$ cat src/rtl/serial_regbank_loader_pkg.sv
// rtl/serial_regbank_loader_pkg.sv - shared types and helpers for the serial register bank loader
package serial_regbank_pkg;

  typedef enum logic [1:0] {
    IDLE,
    SHIFT,
    FULL,
    COMMIT
  } state_t;

  // Address field is never narrower than one bit, even for a single-entry bank
  function automatic int addr_w_of(input int num_regs);
    return (num_regs > 1) ? $clog2(num_regs) : 1;
  endfunction

endpackage

$ cat src/rtl/serial_regbank_loader_if.sv
// rtl/serial_regbank_loader_if.sv - serial frame input and write/error status bundle
interface serial_regbank_loader_if #(
  parameter int ADDR_W = 2
);

  logic              bit_in;
  logic              bit_valid;
  logic              store;
  logic              wr_done;
  logic [ADDR_W-1:0] wr_addr;
  logic              frame_err;

  modport master (
    output bit_in, bit_valid, store,
    input  wr_done, wr_addr, frame_err
  );

  modport slave (
    input  bit_in, bit_valid, store,
    output wr_done, wr_addr, frame_err
  );

endinterface

$ cat src/rtl/serial_regbank_loader_shifter.sv
// rtl/serial_regbank_loader_shifter.sv - frame shift register with saturating bit counter
module frame_shifter #(
  parameter int FRAME_LEN = 10,
  parameter int CNT_W     = $clog2(FRAME_LEN + 2)
) (
  input  logic                 clk,
  input  logic                 rst,
  input  logic                 shift_en,
  input  logic                 clr,
  input  logic                 bit_in,
  output logic [FRAME_LEN-1:0] shift,
  output logic [CNT_W-1:0]     count
);

  logic [FRAME_LEN-1:0] shift_next;

  generate
    if (FRAME_LEN == 1) begin : g_single
      assign shift_next = bit_in;
    end else begin : g_multi
      assign shift_next = {shift[FRAME_LEN-2:0], bit_in};
    end
  endgenerate

  // Once the frame is full, extra bits only mark overrun; contents stay frozen
  always_ff @(posedge clk or posedge rst) begin
    if (rst) begin
      shift <= '0;
      count <= '0;
    end else if (clr) begin
      shift <= '0;
      count <= '0;
    end else if (shift_en) begin
      if (count < CNT_W'(FRAME_LEN)) begin
        shift <= shift_next;
        count <= count + CNT_W'(1);
      end else begin
        count <= CNT_W'(FRAME_LEN + 1);
      end
    end
  end

endmodule

$ cat src/rtl/serial_regbank_loader.sv
// rtl/serial_regbank_loader.sv - addressed serial frame loader committing into a register bank
module serial_regbank_loader
  import serial_regbank_pkg::*;
#(
  parameter int  WIDTH     = 8,
  parameter int  NUM_REGS  = 4,
  parameter int  ERR_CNT_W = 4,
  localparam int ADDR_W    = addr_w_of(NUM_REGS),
  localparam int FRAME_LEN = ADDR_W + WIDTH,
  localparam int CNT_W     = $clog2(FRAME_LEN + 2)
) (
  input  logic                  clk,
  input  logic                  rst,
  serial_regbank_loader_if.slave sif,
  input  logic [ADDR_W-1:0]     disp_sel,
  output logic [WIDTH-1:0]      led,
  output logic [FRAME_LEN-1:0]  current_shift,
  output logic [CNT_W-1:0]      bit_count,
  output logic [ERR_CNT_W-1:0]  err_count
);

  state_t            state, state_next;
  logic              shift_en;
  logic              clr;
  logic              accept;
  logic              reject;
  logic              addr_ok;
  logic [ADDR_W-1:0] addr_field;
  logic [WIDTH-1:0]  data_field;
  logic [ADDR_W-1:0] wr_addr_q;
  logic              frame_err_q;
  logic [WIDTH-1:0]  regs [NUM_REGS];

  frame_shifter #(
    .FRAME_LEN (FRAME_LEN),
    .CNT_W     (CNT_W)
  ) u_shifter (
    .clk      (clk),
    .rst      (rst),
    .shift_en (shift_en),
    .clr      (clr),
    .bit_in   (sif.bit_in),
    .shift    (current_shift),
    .count    (bit_count)
  );

  assign addr_field = current_shift[FRAME_LEN-1:WIDTH];
  assign data_field = current_shift[WIDTH-1:0];
  assign addr_ok    = int'(addr_field) < NUM_REGS;

  always_ff @(posedge clk or posedge rst) begin
    if (rst) state <= IDLE;
    else     state <= state_next;
  end

  // Store outranks bit_valid on the same edge; COMMIT ignores both
  always_comb begin
    state_next = state;
    shift_en   = 1'b0;
    clr        = 1'b0;
    accept     = 1'b0;
    reject     = 1'b0;
    case (state)
      COMMIT: begin
        clr        = 1'b1;
        state_next = IDLE;
      end
      default: begin
        if (sif.store) begin
          if (state == FULL && bit_count == CNT_W'(FRAME_LEN) && addr_ok) begin
            accept     = 1'b1;
            state_next = COMMIT;
          end else begin
            reject     = 1'b1;
            clr        = 1'b1;
            state_next = IDLE;
          end
        end else if (sif.bit_valid) begin
          shift_en = 1'b1;
          if (state != FULL) begin
            state_next = (bit_count >= CNT_W'(FRAME_LEN - 1)) ? FULL : SHIFT;
          end
        end
      end
    endcase
  end

  always_ff @(posedge clk or posedge rst) begin
    if (rst) begin
      wr_addr_q   <= '0;
      frame_err_q <= 1'b0;
      err_count   <= '0;
    end else begin
      frame_err_q <= reject;
      if (accept) wr_addr_q <= addr_field;
      if (reject && err_count != '1) err_count <= err_count + ERR_CNT_W'(1);
    end
  end

  always_ff @(posedge clk or posedge rst) begin
    if (rst) begin
      for (int i = 0; i < NUM_REGS; i++) regs[i] <= '0;
    end else if (state == COMMIT) begin
      for (int i = 0; i < NUM_REGS; i++) begin
        if (addr_field == ADDR_W'(i)) regs[i] <= data_field;
      end
    end
  end

  // Out-of-range selections leave the active-low LEDs dark
  always_comb begin
    led = '1;
    for (int i = 0; i < NUM_REGS; i++) begin
      if (disp_sel == ADDR_W'(i)) led = ~regs[i];
    end
  end

  assign sif.wr_done   = (state == COMMIT);
  assign sif.wr_addr   = wr_addr_q;
  assign sif.frame_err = frame_err_q;

endmodule

$ cat src/flat_wrapper.sv
// flat-port wrapper written by rule: the top's interface ports become plain ports
module serial_regbank_loader_flat import serial_regbank_pkg::*;
#(
  parameter int  WIDTH     = 8,
  parameter int  NUM_REGS  = 4,
  parameter int  ERR_CNT_W = 4,
  localparam int ADDR_W    = addr_w_of(NUM_REGS),
  localparam int FRAME_LEN = ADDR_W + WIDTH,
  localparam int CNT_W     = $clog2(FRAME_LEN + 2)
)
  (clk, rst, disp_sel, led, current_shift, bit_count, err_count, sif_bit_in, sif_bit_valid, sif_store, sif_wr_done, sif_wr_addr, sif_frame_err);
  serial_regbank_loader_if #(.ADDR_W(2)) sif_i ();
  input  logic clk;
  input  logic rst;
  input  logic [ADDR_W-1:0] disp_sel;
  output logic [WIDTH-1:0] led;
  output logic [FRAME_LEN-1:0] current_shift;
  output logic [CNT_W-1:0] bit_count;
  output logic [ERR_CNT_W-1:0] err_count;
  input wire logic [$bits(sif_i.bit_in)-1:0] sif_bit_in;
  input wire logic [$bits(sif_i.bit_valid)-1:0] sif_bit_valid;
  input wire logic [$bits(sif_i.store)-1:0] sif_store;
  output wire logic [$bits(sif_i.wr_done)-1:0] sif_wr_done;
  output wire logic [$bits(sif_i.wr_addr)-1:0] sif_wr_addr;
  output wire logic [$bits(sif_i.frame_err)-1:0] sif_frame_err;
  assign sif_i.bit_in = sif_bit_in;
  assign sif_i.bit_valid = sif_bit_valid;
  assign sif_i.store = sif_store;
  assign sif_wr_done = sif_i.wr_done;
  assign sif_wr_addr = sif_i.wr_addr;
  assign sif_frame_err = sif_i.frame_err;
  serial_regbank_loader #(.WIDTH(WIDTH), .NUM_REGS(NUM_REGS), .ERR_CNT_W(ERR_CNT_W)) u_core (.clk(clk), .rst(rst), .sif(sif_i), .disp_sel(disp_sel), .led(led), .current_shift(current_shift), .bit_count(bit_count), .err_count(err_count));
endmodule
$ cat config.mk
export PLATFORM = sky130hd
export DESIGN_NAME = serial_regbank_loader_flat
export DESIGN_NICKNAME = d
export VERILOG_FILES = /design/src/rtl/serial_regbank_loader_pkg.sv /design/src/rtl/serial_regbank_loader_if.sv /design/src/rtl/serial_regbank_loader_shifter.sv /design/src/rtl/serial_regbank_loader.sv /design/src/flat_wrapper.sv
export SDC_FILE = /design/constraint.sdc
export NUM_CORES = 1
export LEC_CHECK = 0
export ABC_AREA = 1
export ABC_CLOCK_PERIOD_IN_PS = 4000
export CAP_MARGIN = 0
export CORE_MARGIN = 2
export CORE_UTILIZATION = 30
export CTS_BUF_LIST = sky130_fd_sc_hd__clkbuf_2
export DETAILED_ROUTE_END_ITERATION = 12
export GPL_TIMING_DRIVEN = 0
export HOLD_SLACK_MARGIN = 0.05
export PLACE_DENSITY = 0.5
export SYNTH_ARGS = -nofsm -noshare
export SYNTH_HDL_FRONTEND = slang
export SYNTH_SLANG_ARGS = --single-unit
$ cat constraint.sdc
create_clock -name clk -period 4 [get_ports clk]
set_clock_uncertainty 0.2 [all_clocks]
set_input_delay 0.4 -clock clk [delete_from_list [all_inputs] [get_ports clk]]
set_output_delay 0.4 -clock clk [all_outputs]
set_load 0.02 [all_outputs]
==> impl_metrics.toml, run 1 <==
[sta]
period_needed_ps = 2690
fmax_ghz = 0.371
slew_headroom_pct = 59.2
worst_pin_slew_ps = 611
setup_viol = 0
slew_violations = 0
period_share_pct = 67.3
fin_tns_setup_ps = 0
hold_violations = 0
rsz0062_at_grt = "false"

[synth]
synth_top_area_share_pct = 50.2
yosys.area.top_type = "dfrtp_1"
syn_nets = 320
syn_area_per_cell_sq_um = 8.91
synth_cell_type_count = 26
ys_seq_area_share_pct = 50.2
syn-cell-area_sq_um = 2740
netlist_instances = 308
synth.area.top_cells = "dfrtp_1 (50%), nand2_1 (9.6%), inv_1 (4.0%)"
synth_warnings = 0
yosys_register_bits = 55

[global_routing]
grt_usage_pct = 14.3
grt_start_max_net_pins = 30
antenna_found_initial = 0
overflow = 0
grt_pass1_wl_mm = 11.2
grt_pass1_vias = 2130

[clock_tree]
clk_latency_ps = 450
cts_resized = 0
ctsHoldBuffers = 0
root_buffer = "clkbuf_2"
cts_sinks = 55
cts_buffers = 5
clockBufferDepth = 2
htreeDepth = 2
path_clk_slew_ps = 300
cts_setup_buffers = 0
cts_tree = "yes"

[placed_design]
port_buffers = 34
dp_cells = 451
dp_hpwl_mm = 4.75
finalWeightedCongestion = 0.814

[layout]
fin_cells = 459
final_common_cell = "nand2_1"
syn_to_final_growth_pct = 19.8
final_cell_mix = "nand2_1 (70), dfrtp_1 (55), clkdlybuf4s50_1 (34), inv_1 (28)"
antennaDiodeCount = 0
drive_above_1_share_pct = 13.4
nets = 362
final_util_pct = 37.3

[floorplan]
core_area_sq_um = 8810
dieArea_sq_um = 9930
die_h_um = 99.6
start_util_pct = 31.2
die_w_um = 99.6
rows = 34
pin_count = 37

[detailed_routing]
routedWlPerCell_um = 14.5
drc = 0
final_antenna_net_count = 0
wl_mm = 6.65
dr.pass1.iters = 4
vias_per_cell = 4.77
first_iter_violations = 49
vias = 2189

[worst_setup_path]
cp-end-kind = "output port"
startpoint_type = "input port"
crit_fanout = 10
path_cells = "buf_2, inv_1, nand2_1, o21ai_0, o21a_1, clkdlybuf4s50_1"
cp.required_ps = 3400
crit_family = "buffers and inverters"
crit_type = "in2out"
arrival_ps = 2090
max_stage_delay_ps = 610
cp_num_buf_inv = 3
slowest_stage = "clkdlybuf4s50_1"

[run_status]
status = "complete, no violations"

[power]
leakage_nw = 1.44
swShare_pct = 32.8
power.density_nw_per_um2 = 325
irDropWorstVdd_uv = 177
combPwrFrac_pct = 20.3
power_frac_seq_pct = 57.4
p_clk_share_pct = 22.3
p_switching_mw = 0.351
intPower_mw = 0.718

[flow_run]
drv_cap = 0

[hold_path]
hold_path_class = "in2async"
power groups by stage:
stage	Clock (mW)	Combinational, mW	Sequential [mW]
5_1_grt	0.271	0.243	0.621
3_5_place_dp	0	0.220	0.623
2_1_floorplan	0	0.111	0.641
4_1_cts	0.249	0.221	0.614
6_report	0.239	0.217	0.614
3_3_place_gp	0	0.216	0.623
stage by stage:
stage | power [mW] | hold slack [ps] | instance area (sq um) | setup slack [ps]
finish | 1.07 | 85.5 | 3290 | 1310
global route | 1.13 | 53.9 | 3290 | 1150
CTS | 1.08 | 66.6 | 3290 | 1330
detailed placement | 0.843 | 268 | 3240 | 1330
global placement | 0.839 | 263 | 3220 | 903
floorplan | 0.752 | 250 | 2740 | 2060
registers in the layout, indices dropped and copies added, names as in the netlist:
signal                  flops
u_core.regs                32
u_core.u_shifter.shift     10
u_core.err_count            4
u_core.u_shifter.count      4
u_core.sif.wr_addr          2
u_core.state                2
u_core.sif.frame_err        1
cells in the mapped netlist:
cell and number:
nor3_4 1, xor2_1 2, nand4_1 6, buf_2 2
o21ai_1 18, nand3_2 1, buf_6 7, inv_2 2
nand2_2 5, inv_8 1, nand3_1 21, nand3_4 3
nor2_8 1, o21a_1 6, dfrtp_1 55, ha_1 5
clkbuf_1 1, nor2_1 17, o21ai_0 21, nand2_4 2
nor3_1 4, a21oi_1 16, nand2_1 70, o21ai_2 9
inv_1 29, a21oi_2 3
layer usage:
metal | vias up | global-route usage [%] | part of all wire (%)
li1 | 1100 | - | -
met1 | 1034 | 20.0 | 48
met2 | 50 | 22.8 | 47
met3 | 5 | 2.18 | 4.2
met4 | 0 | 4.53 | 1.1
met5 | - | 0 | 0
kinds of logic (layout without fill, tap and decap cells):
group,count (synthesis),after routing,synth area share (%)
fa+ha+maj,5,5,2.28
compound gates,73,73,15.5
xor+xnor,2,2,0.639
buf+inv,42,85,8.03
simple gates,131,131,23.4
flops,55,55,50.2
worst paths after layout:
check | startpoint | end | slack, ps | cells past startpoint
hold / removal | rst | u_core.regs[24]$_DFFE_PP0P_ | 90 | 2
min in group clk | sif_bit_in | u_core.u_shifter.shift[0]$_DFFE_PP0P_ | 300 | 3
setup / recovery | disp_sel[0] | led[7] | 1310 | 6
max in group asynchronous | rst | u_core.regs[26]$_DFFE_PP0P_ | 2950 | 3
hold reg to reg | u_core.regs[22]$_DFFE_PP0P_ | u_core.regs[22]$_DFFE_PP0P_ | 320 | 2
setup reg to reg | u_core.u_shifter.count[0]$_DFFE_PP0P_ | u_core.u_shifter.shift[2]$_DFFE_PP0P_ | 2230 | 9
cell type report:
type	instances	area, sq um
buffer	10	92.6
clock buffer	5	25.0
clock inverter	3	23.8
fill	933	5520
inverter	32	128
multi-input combinational	211	1150
sequential	55	1380
tap	108	135
timing repair buffer	35	360
No activity file was read; power rests on OpenSTA's default activity.
==> run 2: changes to the inputs <==
ABC_CLOCK_PERIOD_IN_PS = 2300   (was 4000)
PLACE_DENSITY = 0.52   (was 0.5)
clock period = 2.3 ns   (was 4 ns; I/O delays follow)
==> run 2 against run 1 <==
Net effect:
- critical path type is now reg2out
- die area unchanged
- largest cell class unchanged
- non-clock buffer count up 2
- design area up 0.34%
- highest routed layer unchanged
- combinational power up 74%
==> impl_metrics.toml, run 2 (synthesis gave the netlist of run 1 again) <==
[run_status]
status = "complete, no violations"

[global_routing]
grt_usage_pct = 14.0
grt_pass1_wl_mm = 11.0
overflow = 0
grt_pass1_vias = 2147
grt_start_max_net_pins = 35
antenna_found_initial = 0

[sta]
rsz0062_at_grt = "false"
whs_ps = 168
fin_ws_ps = 201
hold_violations = 0
slew_headroom_pct = 67.1
worst_pin_slew_ps = 493
period_needed_ps = 2100
period_share_pct = 91.3
slew_violations = 0
setup_viol = 0
fmax_ghz = 0.476

[placed_design]
dp_cells = 451
dp_hpwl_mm = 4.68
finalWeightedCongestion = 0.763
port_buffers = 34
pre_cts_ws_ps = -79.5

[layout]
largest-register = "u_core.regs"
largest_reg_flops = 32
final_common_cell = "nand2_1"
nets = 364
top_regs = "u_core.regs: 32 flops, u_core.u_shifter.shift: 10 flops"
fin_cells = 461
nFillCells = 910
drive_above_1_share_pct = 13.9
final_cell_mix = "nand2_1 (69), dfrtp_1 (55), inv_1 (28), clkdlybuf4s50_1 (25)"
syn_to_final_growth_pct = 20.2
antennaDiodeCount = 0

[power]
p_switching_mw = 0.603
swShare_pct = 32.6
intPower_mw = 1.25
p_clk_share_pct = 22.1
power_frac_seq_pct = 57.5
combPwrFrac_pct = 20.4
irDropWorstVdd_uv = 458
leakage_nw = 1.47
power.density_nw_per_um2 = 561

[hold_path]
hp-start = "sif_bit_in"
hold_path_class = "in2reg"
min_to = "u_core.u_shifter.shift[0]$_DFFE_PP0P_"
whs_path_depth = 3

[detailed_routing]
routedWlPerCell_um = 14.5
vias = 2206
vias_per_cell = 4.79
drc = 0
dr.pass1.iters = 4
final_antenna_net_count = 0
wl_mm = 6.68
first_iter_violations = 98

[worst_setup_path]
rr_startpoint = "u_core.u_shifter.count[0]$_DFFE_PP0P_"
reg2reg_depth = 9
regToRegSetupSlack_ps = 530
startpoint_type = "register"
crit_fanout = 2
crit_type = "reg2out"
arrival_ps = 1670
cp-end-kind = "output port"
r2r_end = "u_core.u_shifter.shift[3]$_DFFE_PP0P_"
cp.required_ps = 1870

[floorplan]
pin_count = 37
dieArea_sq_um = 9930
start_util_pct = 31.2
die_h_um = 99.6
core_area_sq_um = 8810
die_w_um = 99.6
rows = 34

[clock_tree]
cts_sinks = 55
htreeDepth = 2
cts_tree = "yes"
root_buffer = "clkbuf_2"
cts_buffers = 5
path_clk_slew_ps = 330
clockBufferDepth = 2
clk_latency_ps = 420

[flow_run]
drv_cap = 0
-- run 2: changes by cell type in the layout (fill, tap and decap cells not counted), sizes merged --
cell / delta
clkinvlp: -2
dlymetal6s2s: +1
buf: +1
dlygate4sd3: +1
dlygate4sd2: +8
clkinv: +2
clkdlybuf4s50: -9
-- run 2: what timing repair did --
item,in CTS,in global routing
hold endpoints to repair,21,0
gates cloned,0,0
setup buffers,1,0
setup endpoints to repair,9,1
gates resized for setup,9,1
hold buffers,1,0
-- run 2: cell type report --
cell class                      count  area, sq um  share of cell area [%]
Multi-Input combinational cell    211         1150                    34.9
Clock buffer                        5         25.0                   0.758
Sequential cell                    55         1380                    41.7
Inverter                           32          128                    3.87
Tap cell                          108          135                    4.10
Buffer                             10         92.6                    2.81
Clock inverter                      3         22.5                   0.683
Timing Repair Buffer               37          370                    11.2
-- run 2: how the worst max path moves through the flow --
| stage | depth (start not counted) | slack (ps) | from | end |
|---|---|---|---|---|
| 2_1_floorplan | 1 | 530 | rst | u_core.err_count[0]$_DFFE_PP0P_ |
| 3_3_place_gp | 2 | -670 | rst | u_core.u_shifter.count[3]$_DFFE_PP0P_ |
| 6_report | 5 | 200 | u_core.regs[24]$_DFFE_PP0P_ | led[0] |
| 5_1_grt | 5 | 0.5 | u_core.regs[24]$_DFFE_PP0P_ | led[0] |
| 4_1_cts | 3 | 30 | u_core.state[0]$_DFFE_PP0P_ | sif_wr_done |
| 3_5_place_dp | 7 | -80 | disp_sel[0] | led[6] |
-- run 2: per-stage QoR --
step                      TNS [ps]  total power [mW]  util (%)  area (sq um)
after CTS                        0              1.88      37.4          3300
after detailed placement      -476              1.46      36.8          3240
final                            0              1.85      37.5          3300
after global placement      -37070              1.46      36.6          3220
after global routing             0              1.96      37.5          3300
after floorplan                  0              1.31         -          2740
-- run 2: critical path, stage by stage, from the launching register on --
cell and delay, ps:
dfrtp_1 460, o21ai_0 140, nand2_1 70, o21ai_0 70
o21a_1 140, dlygate4sd2_1 320
-- run 2: power groups by stage --
stage | Combinational [mW] | Sequential (mW) | Clock (mW)
after floorplan | 0.193 | 1.12 | 0
after global placement | 0.376 | 1.08 | 0
after detailed placement | 0.383 | 1.08 | 0
after CTS | 0.383 | 1.07 | 0.429
after global routing | 0.418 | 1.08 | 0.466
final | 0.377 | 1.07 | 0.409
-- run 2: metal layers --
| layer | vias up | GRT usage, % | share of wire [%] |
|---|---|---|---|
| li1 | 1103 | - | - |
| met1 | 1052 | 19.7 | 49 |
| met2 | 46 | 22.7 | 47 |
| met3 | 5 | 2.74 | 4.0 |
| met4 | 0 | 2.85 | 0.60 |
| met5 | - | 0 | 0 |
==> run 3: changes to the inputs <==
SYNTH_HIERARCHICAL = 1   (was not set)
==> run 3 against run 2 <==
Net effect:
- maximum frequency rose by 0.81%
- highest routed layer unchanged
- synthesized cell count increased by 3.9%
- critical endpoint is now current_shift[7]
- register-to-register slack lost 130 ps
- non-clock buffer count down 1
- largest cell class unchanged
==> impl_metrics.toml, run 3 <==
[worst_setup_path]
cp_num_buf_inv = 1
crit_fanout = 4
crit_type = "reg2out"
path_cells = "clkdlybuf4s50_1"
slowest_stage = "clkdlybuf4s50_1"
rr_startpoint = "u_core/u_shifter/count[2]$_DFFE_PP0P_"
worstSetupStartpoint = "u_core/u_shifter/shift[7]$_DFFE_PP0P_"
arrival_ps = 1650
regToRegSetupSlack_ps = 400
cp-end-kind = "output port"
max_stage_delay_ps = 660
crit_family = "buffers and inverters"
cp.required_ps = 1870
startpoint_type = "register"

[sta]
hold_violations = 0
rsz0062_at_grt = "false"
slew_headroom_pct = 43.6
fmax_ghz = 0.480
period_needed_ps = 2080
setup_viol = 0
worst_pin_slew_ps = 845
slew_violations = 0
fin_ws_ps = 218
period_share_pct = 90.5

[synth]
synth_top_area_share_pct = 51.3
netlist_instances = 320
yosysMostFrequentCell = "nand2_1"
synth_top_family_by_area = "simple AND/OR/NAND/NOR gates"
synthAdderAreaFrac_pct = 0.932
synth_compound_area_share_pct = 13.8
yosys_register_bits = 55
synth_edf_count = 0
synthArstFlopShare_pct = 100
syn_area_per_cell_sq_um = 8.39
synth-simple-area-share_pct = 23.6
synth_warnings = 6
synth_xor_area_share_pct = 0.652
ys_seq_area_share_pct = 51.3
synth-main-ff-cell = "dfrtp_1"
synth.area.top_cells = "dfrtp_1 (51%), nand2_1 (12%), o21ai_0 (7.3%)"
synth_common_cells = "nand2_1 (83), dfrtp_1 (55), inv_1 (40)"
yosys.area.top_type = "dfrtp_1"
synth_cell_type_count = 27
syn-cell-area_sq_um = 2690
syn_nets = 329
synth_mux_area_share_pct = 0

[clock_tree]
clk_latency_ps = 430
root_buffer = "clkbuf_2"
path_clk_slew_ps = 250
clockBufferDepth = 2
htreeDepth = 2
cts_buffers = 5
cts_tree = "yes"
cts_sinks = 55
cts_setup_buffers = 0

[power]
irDropWorstVdd_uv = 211
power.density_nw_per_um2 = 560
leakage_nw = 1.52

[layout]
largest-register = "u_core/regs"
nFillCells = 922
regArea_sq_um = 1380
fin_cells = 471
largest_reg_flops = 32
syn_to_final_growth_pct = 19.3
antennaDiodeCount = 0
multi_input_area_sq_um = 1050
final_util_pct = 36.7
drive_above_1_share_pct = 10.5
nets = 371
final_common_cell = "nand2_1"
top_regs = "u_core/regs: 32 flops, u_core/u_shifter/shift: 10 flops"
final_cell_mix = "nand2_1 (83), dfrtp_1 (55), inv_1 (39), o21ai_0 (39), clkdlybuf4s50_1 (25)"

[placed_design]
finalWeightedCongestion = 0.805
pre_cts_ws_ps = 14.5
port_buffers = 34
dp_cells = 462
dp_hpwl_mm = 4.45

[global_routing]
grt_start_max_net_pins = 42
antenna_found_initial = 0
grt_pass1_wl_mm = 10.4
grt_usage_pct = 13.5
grt_pass1_vias = 2109
overflow = 0

[detailed_routing]
vias_per_cell = 4.59
drc = 0
wl_mm = 6.26
routedWlPerCell_um = 13.3
dr.pass1.iters = 4
vias = 2162
first_iter_violations = 91
final_antenna_net_count = 0

[run_status]
status = "complete, no violations"

[floorplan]
start_util_pct = 30.8
rows = 34
pin_count = 37
core_area_sq_um = 8720
die_w_um = 98.6
die_h_um = 98.6
dieArea_sq_um = 9720

[flow_run]
drv_cap = 0

[hold_path]
hp-start = "sif_bit_in"
hold_path_class = "in2reg"
-- run 3: cell type report --
type / instances / share of cell area, %
plain buffers: 11 / 2.89
clock buffers: 6 / 0.937
clock inverters: 2 / 0.234
inverters: 44 / 5.23
multi-input cells: 210 / 32.7
flip-flops and latches: 55 / 43.0
well taps: 108 / 4.22
repair buffers: 35 / 10.8
-- run 3: final timing paths --
| check | endpoint | cells past startpoint |
|---|---|---|
| setup / recovery | current_shift[7] | 1 |
| hold / removal | u_core/u_shifter/shift[0]$_DFFE_PP0P_ | 3 |
| setup reg to reg | u_core/u_shifter/shift[4]$_DFFE_PP0P_ | 8 |
| hold reg to reg | u_core/regs[24]$_DFFE_PP0P_ | 2 |
| max in group asynchronous | u_core/regs[9]$_DFFE_PP0P_ | 3 |
| min in group asynchronous | u_core/u_shifter/shift[9]$_DFFE_PP0P_ | 3 |
-- run 3: cells by family (layout without fill, tap and decap cells) --
logic type	count (synthesis)	count (layout)
xor gates and xnor gates	2	2
adders and majority gates	2	2
buffers and inverters	55	98
and+or+nand+nor	140	140
DFF	55	55
AOI/OAI and AO/OA	66	66
-- run 3: power breakdown --
part | internal [mW] | switching [mW]
logic | 0.152 | 0.217
clock network | 0.0731 | 0.284
registers | 1.01 | 0.0540
total | 1.24 | 0.556
-- run 3: what timing repair did --
item	4_1_cts	5_1_grt
gates resized for setup	7	2
hold buffers	1	0
endpoints found under the setup margin	7	2
endpoints found under the hold margin	14	0
-- run 3: metal layers --
layer	wire length [um]	track usage, %
met5	0	0
met4	82	3.79
met3	191	2.70
met2	2950	21.6
met1	3040	18.8
-- run 3: stage by stage --
step | TNS [ps] | hold slack, ps | power [mW] | cell area [sq um]
finish | 0 | 126 | 1.80 | 3200
global route | 0 | 63.7 | 1.92 | 3200
CTS | 0 | 93.1 | 1.83 | 3200
detailed placement | 0 | 268 | 1.47 | 3160
global placement | -2950 | 261 | 1.46 | 3160
floorplan | 0 | -80.8 | 1.31 | 2690
